--- config.mk ---
export PLATFORM = sky130hd
export DESIGN_NAME = rate_block_packer
export DESIGN_NICKNAME = d
export VERILOG_FILES = /design/src/rtl/rate_block_packer.sv
export SDC_FILE = /design/constraint.sdc
export NUM_CORES = 1
export LEC_CHECK = 0
export BUFFER_PORTS_ARGS = -buffer_cell sky130_fd_sc_hd__buf_2
export CORE_AREA = 2 2 251 253
export CTS_BUF_LIST = sky130_fd_sc_hd__clkbuf_4 sky130_fd_sc_hd__clkbuf_8
export CTS_CLUSTER_DIAMETER = 40
export CTS_CLUSTER_SIZE = 30
export DETAILED_ROUTE_END_ITERATION = 12
export DIE_AREA = 0 0 253 255
export GPL_TIMING_DRIVEN = 0
export PLACE_DENSITY = 0.52
export SYNTH_ARGS = -nofsm -noshare
export SYNTH_HDL_FRONTEND = slang
export SYNTH_SLANG_ARGS = --single-unit
--- constraint.sdc ---
create_clock -name clk -period 5.6 [get_ports clk]
set_input_delay 0.56 -clock clk [delete_from_list [all_inputs] [get_ports clk]]
set_output_delay 0.56 -clock clk [all_outputs]
set_load 0.005 [all_outputs]
--- src/rtl/rate_block_packer.sv ---
// rate_block_packer: pads a 64-bit word message with Keccak pad10*1 and packs it into 576-bit rate blocks.
//   clk       rising-edge clock
//   reset     synchronous active-high reset; drops all block and message progress
//   in        message word, byte 0 in the MSBs
//   in_ready  host offers a word
//   is_last   offered word is the final message word
//   byte_num  valid bytes in the final word (0..7)
//   ack       combinational; offered word is taken at this rising edge
//   out       block being built or completed, word i at out[575-64i -: 64]
//   out_ready registered; out holds a complete block
//   f_ack     permutation core has taken the block
module rate_block_packer #(
    parameter int WORD_W     = 64,
    parameter int RATE_WORDS = 9
) (
    input  logic                         clk,
    input  logic                         reset,
    input  logic [WORD_W-1:0]            in,
    input  logic                         in_ready,
    input  logic                         is_last,
    input  logic [2:0]                   byte_num,
    output logic                         ack,
    output logic [RATE_WORDS*WORD_W-1:0] out,
    output logic                         out_ready,
    input  logic                         f_ack
);
    typedef enum logic [1:0] {ABSORB, PAD, FULL, DONE} state_t;
    state_t              state;
    logic [3:0]          count;
    logic                msg_end;
    logic [9:0]          base;
    logic                last_slot;
    logic [WORD_W-1:0]   keep;
    logic [WORD_W-1:0]   marker;
    logic [WORD_W-1:0]   absorb_word;
    logic [WORD_W-1:0]   pad_word;
    assign ack         = in_ready & (state == ABSORB) & ~reset;
    // word 0 sits in the MSBs, so slot n starts (RATE_WORDS-1-n) words up from bit 0
    assign base        = 10'((RATE_WORDS - 1 - int'(count)) * WORD_W);
    assign last_slot   = count == 4'(RATE_WORDS - 1);
    // keep bytes 0..k-1 of the final word and drop the 0x01 pad byte into byte k
    assign keep        = ~({WORD_W{1'b1}} >> {byte_num, 3'b000});
    assign marker      = 64'h0100_0000_0000_0000 >> {byte_num, 3'b000};
    // the closing 0x80 lands in the LSB byte of slot 8, merging with 0x01 when k=7
    assign absorb_word = (is_last ? (in & keep) | marker : in) |
                         (is_last & last_slot ? 64'h80 : 64'h0);
    assign pad_word    = last_slot ? 64'h80 : 64'h0;
    always_ff @(posedge clk) begin
        if (reset) begin
            state     <= ABSORB;
            out       <= '0;
            out_ready <= 1'b0;
            count     <= '0;
            msg_end   <= 1'b0;
        end else begin
            case (state)
                ABSORB: if (in_ready) begin
                    out[base +: WORD_W] <= absorb_word;
                    count               <= count + 4'd1;
                    msg_end             <= is_last;
                    if (last_slot) begin
                        out_ready <= 1'b1;
                        state     <= FULL;
                    end else if (is_last) begin
                        state <= PAD;
                    end
                end
                PAD: begin
                    out[base +: WORD_W] <= pad_word;
                    count               <= count + 4'd1;
                    if (last_slot) begin
                        out_ready <= 1'b1;
                        state     <= FULL;
                    end
                end
                FULL: if (f_ack) begin
                    out       <= '0;
                    out_ready <= 1'b0;
                    count     <= '0;
                    state     <= msg_end ? DONE : ABSORB;
                end
                default: ;
            endcase
        end
    end
endmodule

==> flow_summary.html, run 1 <==
<table>
<tr><th>Metric</th><th>Value</th></tr>
<tr><th colspan="2">Outcome</th></tr>
<tr><td>Status</td><td>completed</td></tr>
<tr><th colspan="2">Placed design</th></tr>
<tr><td>Total of buffers placed on input and output ports</td><td>646</td></tr>
<tr><td>Last weighted congestion value of the routability-driven placer</td><td>0.856</td></tr>
<tr><td>HPWL after detailed placement</td><td>66100 um</td></tr>
<tr><th colspan="2">Clock tree</th></tr>
<tr><td>Clock transition at the register clock pins on the worst setup and hold paths after CTS</td><td>~70 ps</td></tr>
<tr><td>Buffer depth of the longest clock path</td><td>3</td></tr>
<tr><td>Post-CTS sizing</td><td>0</td></tr>
<tr><td>TritonCTS Buffers</td><td>93</td></tr>
<tr><td>Buffers inserted during post-CTS setup optimization</td><td>0</td></tr>
<tr><td>Clock tree from TritonCTS</td><td>built</td></tr>
<tr><td>Number of H-tree levels</td><td>3</td></tr>
<tr><td>Latest clock arrival within the worst-skew pair</td><td>700 ps</td></tr>
<tr><td>Count of hold-fix buffers inserted at cts</td><td>0</td></tr>
<tr><td>Clock sink count</td><td>a little under 600</td></tr>
<tr><td>Library cell used as clock root buffer</td><td>sky130_fd_sc_hd__clkbuf_8</td></tr>
<tr><th colspan="2">Logic synthesis</th></tr>
<tr><td>Number of nets produced by synthesis</td><td>1689</td></tr>
<tr><td>Fraction of post-synthesis cell area in the top cell type by area</td><td>0.600</td></tr>
<tr><td>Count of state elements after synthesis</td><td>584</td></tr>
<tr><td>Average cell area after synthesis</td><td>12.1 um^2</td></tr>
<tr><td>Unique masters post-synth</td><td>54</td></tr>
<tr><td>Synthesized netlist cell count</td><td>approximately 1600</td></tr>
<tr><td>Syn Std Cell Area</td><td>19500 um^2</td></tr>
<tr><td>Top flip-flop cell by instance count after synthesis</td><td>sky130_fd_sc_hd__dfxtp_1</td></tr>
<tr><td>Post-synth top area cell</td><td>sky130_fd_sc_hd__dfxtp_1</td></tr>
<tr><td>Number of enable-type register cells in the synthesized netlist</td><td>0</td></tr>
<tr><td>Fraction of synthesis flops using an asynchronous set or reset pin</td><td>0</td></tr>
<tr><td>Sequential element share of the synthesized area</td><td>0.600</td></tr>
<tr><td>Leading cell type by number of instances after synthesis</td><td>sky130_fd_sc_hd__dfxtp_1</td></tr>
<tr><td>Most instantiated cells after synthesis</td><td>sky130_fd_sc_hd__dfxtp_1 (584), sky130_fd_sc_hd__a22o_1 (421), sky130_fd_sc_hd__a32o_1 (107)</td></tr>
<tr><td>Number of warnings reported in the yosys synthesis log</td><td>0</td></tr>
<tr><td>Top area cells in the synthesized netlist</td><td>sky130_fd_sc_hd__dfxtp_1 (60%), sky130_fd_sc_hd__a22o_1 (19%), sky130_fd_sc_hd__a32o_1 (5.5%), sky130_fd_sc_hd__buf_2 (2.0%), sky130_fd_sc_hd__and2_1 (1.6%)</td></tr>
<tr><th colspan="2">Global routing</th></tr>
<tr><td>Global route hottest layer</td><td>met2</td></tr>
<tr><td>Gr ovfl total</td><td>0</td></tr>
<tr><td>Met1 track demand over resource in global routing</td><td>0.323</td></tr>
<tr><td>GR Util All Layers</td><td>0.260</td></tr>
<tr><td>Number of antenna violations at the first check in global routing</td><td>4</td></tr>
<tr><td>Vias in the first global route</td><td>about 16000</td></tr>
<tr><td>Global-route wire length before repair</td><td>121000 um</td></tr>
<tr><td>Met3 capacity usage during global routing</td><td>0.0713</td></tr>
<tr><td>Met2 usage in global routing</td><td>0.430</td></tr>
<tr><td>Maximum number of pins on one net before global-route repair</td><td>18</td></tr>
<tr><th colspan="2">Route</th></tr>
<tr><td>Vias per inst</td><td>around 5.3</td></tr>
<tr><td>Residual antenna-violating net count after detailed routing</td><td>0</td></tr>
<tr><td>Post-detailed-route wirelength per cell</td><td>around 27 um</td></tr>
<tr><td>DR vias</td><td>17200</td></tr>
<tr><td>Final wirelength</td><td>~88000 um</td></tr>
<tr><td>DR pass1 iterations</td><td>5</td></tr>
<tr><td>Number of violations reported at the end of detailed-routing iteration 0</td><td>1129</td></tr>
<tr><td>DR DRC count</td><td>0</td></tr>
<tr><th colspan="2">Floorplan</th></tr>
<tr><td>Cell Rows</td><td>92</td></tr>
<tr><td>Die span in y</td><td>255 um</td></tr>
<tr><td>DIE AREA</td><td>64500 um^2</td></tr>
<tr><td>CORE AREA</td><td>62200 um^2</td></tr>
<tr><td>Initial standard-cell utilization of the core</td><td>0.314</td></tr>
<tr><td>IO Count</td><td>650</td></tr>
<tr><td>Horizontal die dimension</td><td>253 um</td></tr>
<tr><th colspan="2">Job</th></tr>
<tr><td>Maxcap violations</td><td>0</td></tr>
<tr><th colspan="2">Power and ir drop</th></tr>
<tr><td>Fraction of power spent switching nets</td><td>0.378</td></tr>
<tr><td>Comb pwr share</td><td>0.271</td></tr>
<tr><td>Clock share of power</td><td>0.366</td></tr>
<tr><td>Largest voltage drop on the vdd net</td><td>0.193 mV</td></tr>
<tr><td>Seq pwr share</td><td>0.363</td></tr>
<tr><td>Leakage power figure</td><td>0.0122 uW</td></tr>
<tr><td>Net switching power</td><td>4650 uW</td></tr>
<tr><td>P_int</td><td>7650 uW</td></tr>
<tr><td>Power per standard cell area</td><td>471 nW/um^2</td></tr>
<tr><th colspan="2">Layout</th></tr>
<tr><td>Fraction of layout instances using a drive strength above 1</td><td>0.390</td></tr>
<tr><td>Area growth syn-to-layout</td><td>33.8%</td></tr>
<tr><td>Post-route core utilization</td><td>0.420</td></tr>
<tr><td>Total number of nets in the final design</td><td>~2400</td></tr>
<tr><td>Area of the multi-input gates</td><td>6820 um^2</td></tr>
<tr><td>Number of fill cells</td><td>between 6000 and 7000</td></tr>
<tr><td>Seq. cell area</td><td>11700 um^2</td></tr>
<tr><th colspan="2">Worst setup path</th></tr>
<tr><td>Data arrival time of the worst path</td><td>4410 ps</td></tr>
<tr><td>Largest fanout on the critical path</td><td>10</td></tr>
<tr><td>Startpoint Class</td><td>flop</td></tr>
<tr><td>Kind of end point of the critical path</td><td>flop</td></tr>
<tr><td>Required time at the endpoint of the critical path</td><td>6210 ps</td></tr>
<tr><td>Startpoint-to-endpoint class of the critical path</td><td>flop to flop</td></tr>
<tr><th colspan="2">STA</th></tr>
<tr><td>Hold Worst Slack</td><td>81.1 ps</td></tr>
<tr><td>Max-slew headroom at the worst pin</td><td>0.0379</td></tr>
<tr><td>Final-report max-slew violation count</td><td>0</td></tr>
<tr><td>Setup TNS</td><td>0 ps</td></tr>
<tr><td>Maximum clock skew at final layout</td><td>46.3 ps</td></tr>
<tr><td>Share of the cycle needed by the critical path after routing</td><td>0.679</td></tr>
<tr><td>Actual slew at the worst max-slew pin</td><td>1440 ps</td></tr>
<tr><td>Number of failing setup endpoints in the final timing report</td><td>0</td></tr>
<tr><td>Unrepaired setup endpoints after global routing</td><td>no</td></tr>
<tr><td>Final-report hold violation count</td><td>0</td></tr>
<tr><td>Min cycle time layout</td><td>between 3000 and 4000 ps</td></tr>
<tr><td>Peak Freq</td><td>0.263 GHz</td></tr>
<tr><th colspan="2">Worst hold path</th></tr>
<tr><td>Min-delay worst type</td><td>input pin to flop</td></tr>
</table>
==> power by group through the flow <==
| stage | combinational (uW) | sequential [uW] | clock (uW) |
|---|---|---|---|
| 5_1_grt | 3530 | 4480 | 4760 |
| 6_report | 3330 | 4460 | 4500 |
| 3_5_place_dp | 3330 | 4550 | 0 |
| 2_1_floorplan | 1870 | 4550 | 0 |
| 3_3_place_gp | 3280 | 4540 | 0 |
| 4_1_cts | 3340 | 4450 | 4580 |
==> path summary, 6_finish.rpt <==
| check | start | cells after the start | slack (ps) | endpoint |
|---|---|---|---|---|
| setup reg to reg | count[0] | 10 | 1800 | flop |
| setup / recovery | count[0] | 10 | 1800 | flop |
| hold / removal | in[22] | 2 | 80 | flop |
| hold reg to reg | flop | 2 | 460 | flop |
==> cells by family after synthesis <==
| logic type | count (synthesis) | synth area share |
|---|---|---|
| fa+ha+maj | 9 | 0.00578 |
| compound gates | 621 | 0.285 |
| mux | 4 | 0.00218 |
| flops | 584 | 0.600 |
| simple gates | 185 | 0.0551 |
| buf+inv | 200 | 0.0501 |
| xor+xnor | 5 | 0.00225 |
==> per-layer routing <==
layer | vias to the layer above | routed length [um]
met5 | - | 18
met4 | 2 | 2880
met3 | 142 | 7300
met2 | 788 | 41600
met1 | 8600 | 36100
li1 | 7653 | -
==> cell type report <==
class                   instances  area share
diodes                          4    0.000384
plain buffers                 193      0.0365
clock buffers                 101      0.0528
clock inverters                74      0.0369
inverters                       7     0.00101
multi-input cells             824       0.262
flip-flops and latches        584       0.448
well taps                     799      0.0383
repair buffers                647       0.124
==> critical path: stages, from the launching register on <==
cell and delay, ps:
sky130_fd_sc_hd__dfxtp_1 430, sky130_fd_sc_hd__buf_2 270, sky130_fd_sc_hd__inv_1 200, sky130_fd_sc_hd__ha_1 420, sky130_fd_sc_hd__buf_2 250, sky130_fd_sc_hd__nor4b_2 100, sky130_fd_sc_hd__o21ai_1 460, sky130_fd_sc_hd__nor2b_1 190
sky130_fd_sc_hd__clkbuf_1 670, sky130_fd_sc_hd__buf_2 520, sky130_fd_sc_hd__a22o_1 210
==> cell usage in the layout (no fill, tap or decap), drive strengths merged, types with 7 or more instances in the layout <==
cell / instances
a32o: 107
clkinvlp: 11
clkinv: 26
nand2: 33
bufinv: 14
clkbuf: 155
dfxtp: 584
nor3b: 9
ha: 9
buf: 786
nor2b: 13
and2: 52
a22o: 421
o21ai: 17
nand3: 7
nor2: 48
a32oi: 7
a21oi: 16
o2bb2ai: 28
nor3: 8
a22oi: 12
inv: 30
==> through the flow <==
stage / power (uW) / worst slack (ps) / instance area, um^2 / instances
6_report: 12300 / 1800 / 26100 / 3233
5_1_grt: 12800 / 1700 / 26100 / 3231
4_1_cts: 12400 / 1780 / 26100 / 3229
3_5_place_dp: 7880 / 1780 / 23700 / 3054
3_3_place_gp: 7820 / 1840 / 23700 / 3053
2_1_floorplan: 6420 / 3090 / 19500 / 1608
Note: power is estimated with default switching activity, not from simulation.
==> run 2, diff against run 1 <==
--- a/config.mk
+++ b/config.mk
@@ -6,14 +6,14 @@
 export NUM_CORES = 1
 export LEC_CHECK = 0
 export BUFFER_PORTS_ARGS = -buffer_cell sky130_fd_sc_hd__buf_2
-export CORE_AREA = 2 2 251 253
+export CORE_AREA = 2 2 254 256
 export CTS_BUF_LIST = sky130_fd_sc_hd__clkbuf_4 sky130_fd_sc_hd__clkbuf_8
 export CTS_CLUSTER_DIAMETER = 40
 export CTS_CLUSTER_SIZE = 30
 export DETAILED_ROUTE_END_ITERATION = 12
-export DIE_AREA = 0 0 253 255
+export DIE_AREA = 0 0 256 258
 export GPL_TIMING_DRIVEN = 0
-export PLACE_DENSITY = 0.52
+export PLACE_DENSITY = 0.53
 export SYNTH_ARGS = -nofsm -noshare
 export SYNTH_HDL_FRONTEND = slang
 export SYNTH_SLANG_ARGS = --single-unit
==> constraint.sdc (replaced) <==
create_clock -name clk -period 3.2 [get_ports clk]
set_input_delay 0.32 -clock clk [delete_from_list [all_inputs] [get_ports clk]]
set_output_delay 0.32 -clock clk [all_outputs]
set_load 0.005 [all_outputs]
==> flow_summary.html, run 2 (synthesized netlist as in run 1, its figures left out) <==
<table>
<tr><th>Metric</th><th>Value</th></tr>
<tr><th colspan="2">Power and ir drop</th></tr>
<tr><td>Fraction of power spent switching nets</td><td>0.383 (+0.00511)</td></tr>
<tr><td>Power consumption</td><td>21500 uW (+75%)</td></tr>
<tr><td>Largest voltage drop on the vdd net</td><td>0.337 mV (+74%)</td></tr>
<tr><td>Comb pwr share</td><td>0.295 (+0.024)</td></tr>
<tr><td>Net switching power</td><td>8240 uW (+77%)</td></tr>
<tr><td>Clock share of power</td><td>0.342 (-0.024)</td></tr>
<tr><td>Seq pwr share</td><td>0.363 (about the same)</td></tr>
<tr><td>Leakage power figure</td><td>0.0126 uW (+2.9%)</td></tr>
<tr><td>P_int</td><td>13300 uW (+73%)</td></tr>
<tr><td>Power per standard cell area</td><td>799 nW/um^2 (+70%)</td></tr>
<tr><th colspan="2">STA</th></tr>
<tr><td>Final-report hold violation count</td><td>0 (unchanged)</td></tr>
<tr><td>Share of the cycle needed by the critical path after routing</td><td>0.958 (+0.279)</td></tr>
<tr><td>Hold Worst Slack</td><td>79.1 ps (-2.03 ps)</td></tr>
<tr><td>Final-report max-slew violation count</td><td>0 (unchanged)</td></tr>
<tr><td>Number of failing setup endpoints in the final timing report</td><td>0 (unchanged)</td></tr>
<tr><td>Maximum clock skew at final layout</td><td>28.4 ps (-17.9 ps)</td></tr>
<tr><td>Max-slew headroom at the worst pin</td><td>0.131 (+0.0933)</td></tr>
<tr><td>Peak Freq</td><td>0.326 GHz (+24%)</td></tr>
<tr><td>Final setup margin</td><td>133 ps (-1670 ps)</td></tr>
<tr><td>Min cycle time layout</td><td>3070 ps (-735 ps)</td></tr>
<tr><td>Actual slew at the worst max-slew pin</td><td>1300 ps (-143 ps)</td></tr>
<tr><th colspan="2">Clock tree</th></tr>
<tr><td>Latest clock arrival within the worst-skew pair</td><td>690 ps (about the same)</td></tr>
<tr><td>TritonCTS Buffers</td><td>92 (-1.1%)</td></tr>
<tr><td>Library cell used as clock root buffer</td><td>sky130_fd_sc_hd__clkbuf_8</td></tr>
<tr><td>Clock tree from TritonCTS</td><td>built</td></tr>
<tr><td>Buffer depth of the longest clock path</td><td>3 (unchanged)</td></tr>
<tr><td>Number of H-tree levels</td><td>3 (unchanged)</td></tr>
<tr><td>Clock transition at the register clock pins on the worst setup and hold paths after CTS</td><td>70 ps (about the same)</td></tr>
<tr><td>Clock sink count</td><td>584 (unchanged)</td></tr>
<tr><th colspan="2">Placed design</th></tr>
<tr><td>HPWL after detailed placement</td><td>66400 um (+0.41%)</td></tr>
<tr><td>Last weighted congestion value of the routability-driven placer</td><td>0.860 (+0.46%)</td></tr>
<tr><td>Total of buffers placed on input and output ports</td><td>646 (unchanged)</td></tr>
<tr><td>Setup Slack @ Placement</td><td>-642 ps (-2420 ps)</td></tr>
<tr><td>Placement-stage cell area</td><td>23800 um^2 (+0.32%)</td></tr>
<tr><th colspan="2">Floorplan</th></tr>
<tr><td>Initial standard-cell utilization of the core</td><td>0.306 (-0.00734)</td></tr>
<tr><td>CORE AREA</td><td>63600 um^2 (+2.4%)</td></tr>
<tr><td>IO Count</td><td>650 (unchanged)</td></tr>
<tr><td>Horizontal die dimension</td><td>256 um (+1.2%)</td></tr>
<tr><td>DIE AREA</td><td>66000 um^2 (+2.4%)</td></tr>
<tr><td>Cell Rows</td><td>93 (+1.1%)</td></tr>
<tr><td>Die span in y</td><td>258 um (+1.2%)</td></tr>
<tr><th colspan="2">Route</th></tr>
<tr><td>Residual antenna-violating net count after detailed routing</td><td>0 (unchanged)</td></tr>
<tr><td>Post-detailed-route wirelength per cell</td><td>26.5 um (-2.4%)</td></tr>
<tr><td>Number of violations reported at the end of detailed-routing iteration 0</td><td>1315 (+16%)</td></tr>
<tr><td>DR pass1 iterations</td><td>5 (unchanged)</td></tr>
<tr><td>Final wirelength</td><td>89300 um (+1.6%)</td></tr>
<tr><td>Vias per inst</td><td>5.27 (-0.92%)</td></tr>
<tr><td>DR vias</td><td>17700 (+3.2%)</td></tr>
<tr><td>DR DRC count</td><td>0 (unchanged)</td></tr>
<tr><th colspan="2">Worst setup path</th></tr>
<tr><td>Most numerous cell on the critical path</td><td>sky130_fd_sc_hd__clkbuf_4</td></tr>
<tr><td>Data arrival time of the worst path</td><td>3630 ps (-780 ps)</td></tr>
<tr><td>Worst R2R Path Depth</td><td>10 (unchanged)</td></tr>
<tr><td>Required time at the endpoint of the critical path</td><td>3760 ps (-2450 ps)</td></tr>
<tr><td>Startpoint-to-endpoint class of the critical path</td><td>flop to flop</td></tr>
<tr><td>Startpoint Class</td><td>flop</td></tr>
<tr><td>Slowest Stage Delay on Critical Path</td><td>400 ps (-270 ps)</td></tr>
<tr><td>Largest fanout on the critical path</td><td>10 (unchanged)</td></tr>
<tr><td>Cell breakdown of the critical path</td><td>clkbuf_4 -&gt; clkinvlp_4 -&gt; ha_1 -&gt; clkbuf_4 -&gt; nor4b_4 -&gt; o21ai_2 -&gt; nor2b_1 -&gt; clkbuf_4 -&gt; buf_2 -&gt; a22o_1</td></tr>
<tr><td>Kind of end point of the critical path</td><td>flop</td></tr>
<tr><td>Cell at the slowest stage of the critical path</td><td>sky130_fd_sc_hd__dfxtp_1</td></tr>
<tr><th colspan="2">Layout</th></tr>
<tr><td>Fraction of layout instances using a drive strength above 1</td><td>0.399 (+0.00852)</td></tr>
<tr><td>Total number of nets in the final design</td><td>2509 (+3.2%)</td></tr>
<tr><td>Area growth syn-to-layout</td><td>38.1%</td></tr>
<tr><td>Most frequent cells in the layout</td><td>sky130_fd_sc_hd__buf_2 (713), sky130_fd_sc_hd__dfxtp_1 (584), sky130_fd_sc_hd__a22o_1 (421)</td></tr>
<tr><td>Commonest non-fill, non-tap cell in the layout</td><td>sky130_fd_sc_hd__buf_2</td></tr>
<tr><td>Post-route design area</td><td>26900 um^2 (+3.2%)</td></tr>
<tr><th colspan="2">Global routing</th></tr>
<tr><td>Gr ovfl total</td><td>0 (unchanged)</td></tr>
<tr><td>Global-route wire length before repair</td><td>126000 um (+4.3%)</td></tr>
<tr><td>Vias in the first global route</td><td>17200 (+5.5%)</td></tr>
<tr><td>Maximum number of pins on one net before global-route repair</td><td>15 (-3)</td></tr>
<tr><td>Number of antenna violations at the first check in global routing</td><td>7 (+3)</td></tr>
<tr><td>GR Util All Layers</td><td>0.260 (about the same)</td></tr>
<tr><th colspan="2">Job</th></tr>
<tr><td>Maxcap violations</td><td>0 (unchanged)</td></tr>
<tr><th colspan="2">Outcome</th></tr>
<tr><td>Status</td><td>completed</td></tr>
<tr><th colspan="2">Worst hold path</th></tr>
<tr><td>Min-delay worst type</td><td>input pin to flop</td></tr>
<tr><td>Min-Delay Path Depth</td><td>5 (+3)</td></tr>
</table>
[run 2: cell types whose count changed in the layout (fill, tap and decap cells not counted), moves of 3 or more]
cell	previous run	this run
sky130_fd_sc_hd__nor3b_2	2	5
sky130_fd_sc_hd__dlygate4sd3_1	0	54
sky130_fd_sc_hd__buf_4	6	28
sky130_fd_sc_hd__clkinv_8	6	2
sky130_fd_sc_hd__buf_2	726	713
sky130_fd_sc_hd__clkbuf_4	2	18
sky130_fd_sc_hd__clkbuf_2	0	17
sky130_fd_sc_hd__bufinv_16	14	8
sky130_fd_sc_hd__buf_12	0	8
sky130_fd_sc_hd__clkbuf_1	54	36
sky130_fd_sc_hd__clkinv_2	13	7
sky130_fd_sc_hd__nor3b_1	7	4
sky130_fd_sc_hd__clkinvlp_4	11	15
[run 2: power groups by stage]
stage / combinational (uW) / clock, uW / sequential (uW)
floorplan: 3270 / 0 / 7970
global placement: 5810 / 0 / 7950
detailed placement: 5890 / 0 / 7960
CTS: 6260 / 7490 / 7800
global route: 6720 / 7830 / 7840
finish: 6350 / 7360 / 7800
[run 2: stage by stage]
stage	cells	utilization	TNS (ps)
6_report	3366	0.423	0
5_1_grt	3362	0.423	-37.2
4_1_cts	3358	0.421	-293
3_5_place_dp	3109	0.374	-81880
3_3_place_gp	3109	0.374	-75800
2_1_floorplan	1608	-	0
[run 2: area by class of cell]
type / instances / area (um^2)
Fill cell: 6241 / 36700
Sequential cell: 584 / 11700
Multi-Input combinational cell: 824 / 6870
Timing Repair Buffer: 726 / 4070
Clock buffer: 108 / 1420
Tap cell: 855 / 1070
Buffer: 193 / 1010
Clock inverter: 64 / 732
Inverter: 7 / 30.0
Antenna cell: 5 / 12.5
[run 2: per-layer routing]
layer | wire length, um | vias up | track usage
met5 | 0 | - | 0
met4 | 3070 | 0 | 0.0996
met3 | 7570 | 162 | 0.0775
met2 | 42100 | 869 | 0.429
met1 | 36600 | 8867 | 0.319
li1 | - | 7830 | -
[run 2: worst paths after layout]
check                 from   end  slack, ps
setup reg to reg  count[0]  flop        130
hold reg to reg       flop  flop        460
setup / recovery  count[0]  flop        130
hold / removal      in[16]  flop         80
[run 2: timing repair]
| item | in CTS | in global routing |
|---|---|---|
| cloned | 0 | 0 |
| gates resized for setup | 22 | 27 |
| endpoints found under the hold margin | 57 | 0 |
| buffers inserted | 23 | 2 |
| endpoints found under the setup margin | 434 | 444 |
| hold buffers | 54 | 0 |
| pin swaps | 8 | 1 |
[run 2: worst max-delay path: cells and delay by family, from the launching register on]
kind / cells / cell delay, ps
buffers and inverters: 5 / 1180
and+or+nand+nor: 2 / 560
AOI/OAI and AO/OA: 2 / 430
DFF: 1 / 400
adders and majority gates: 1 / 350
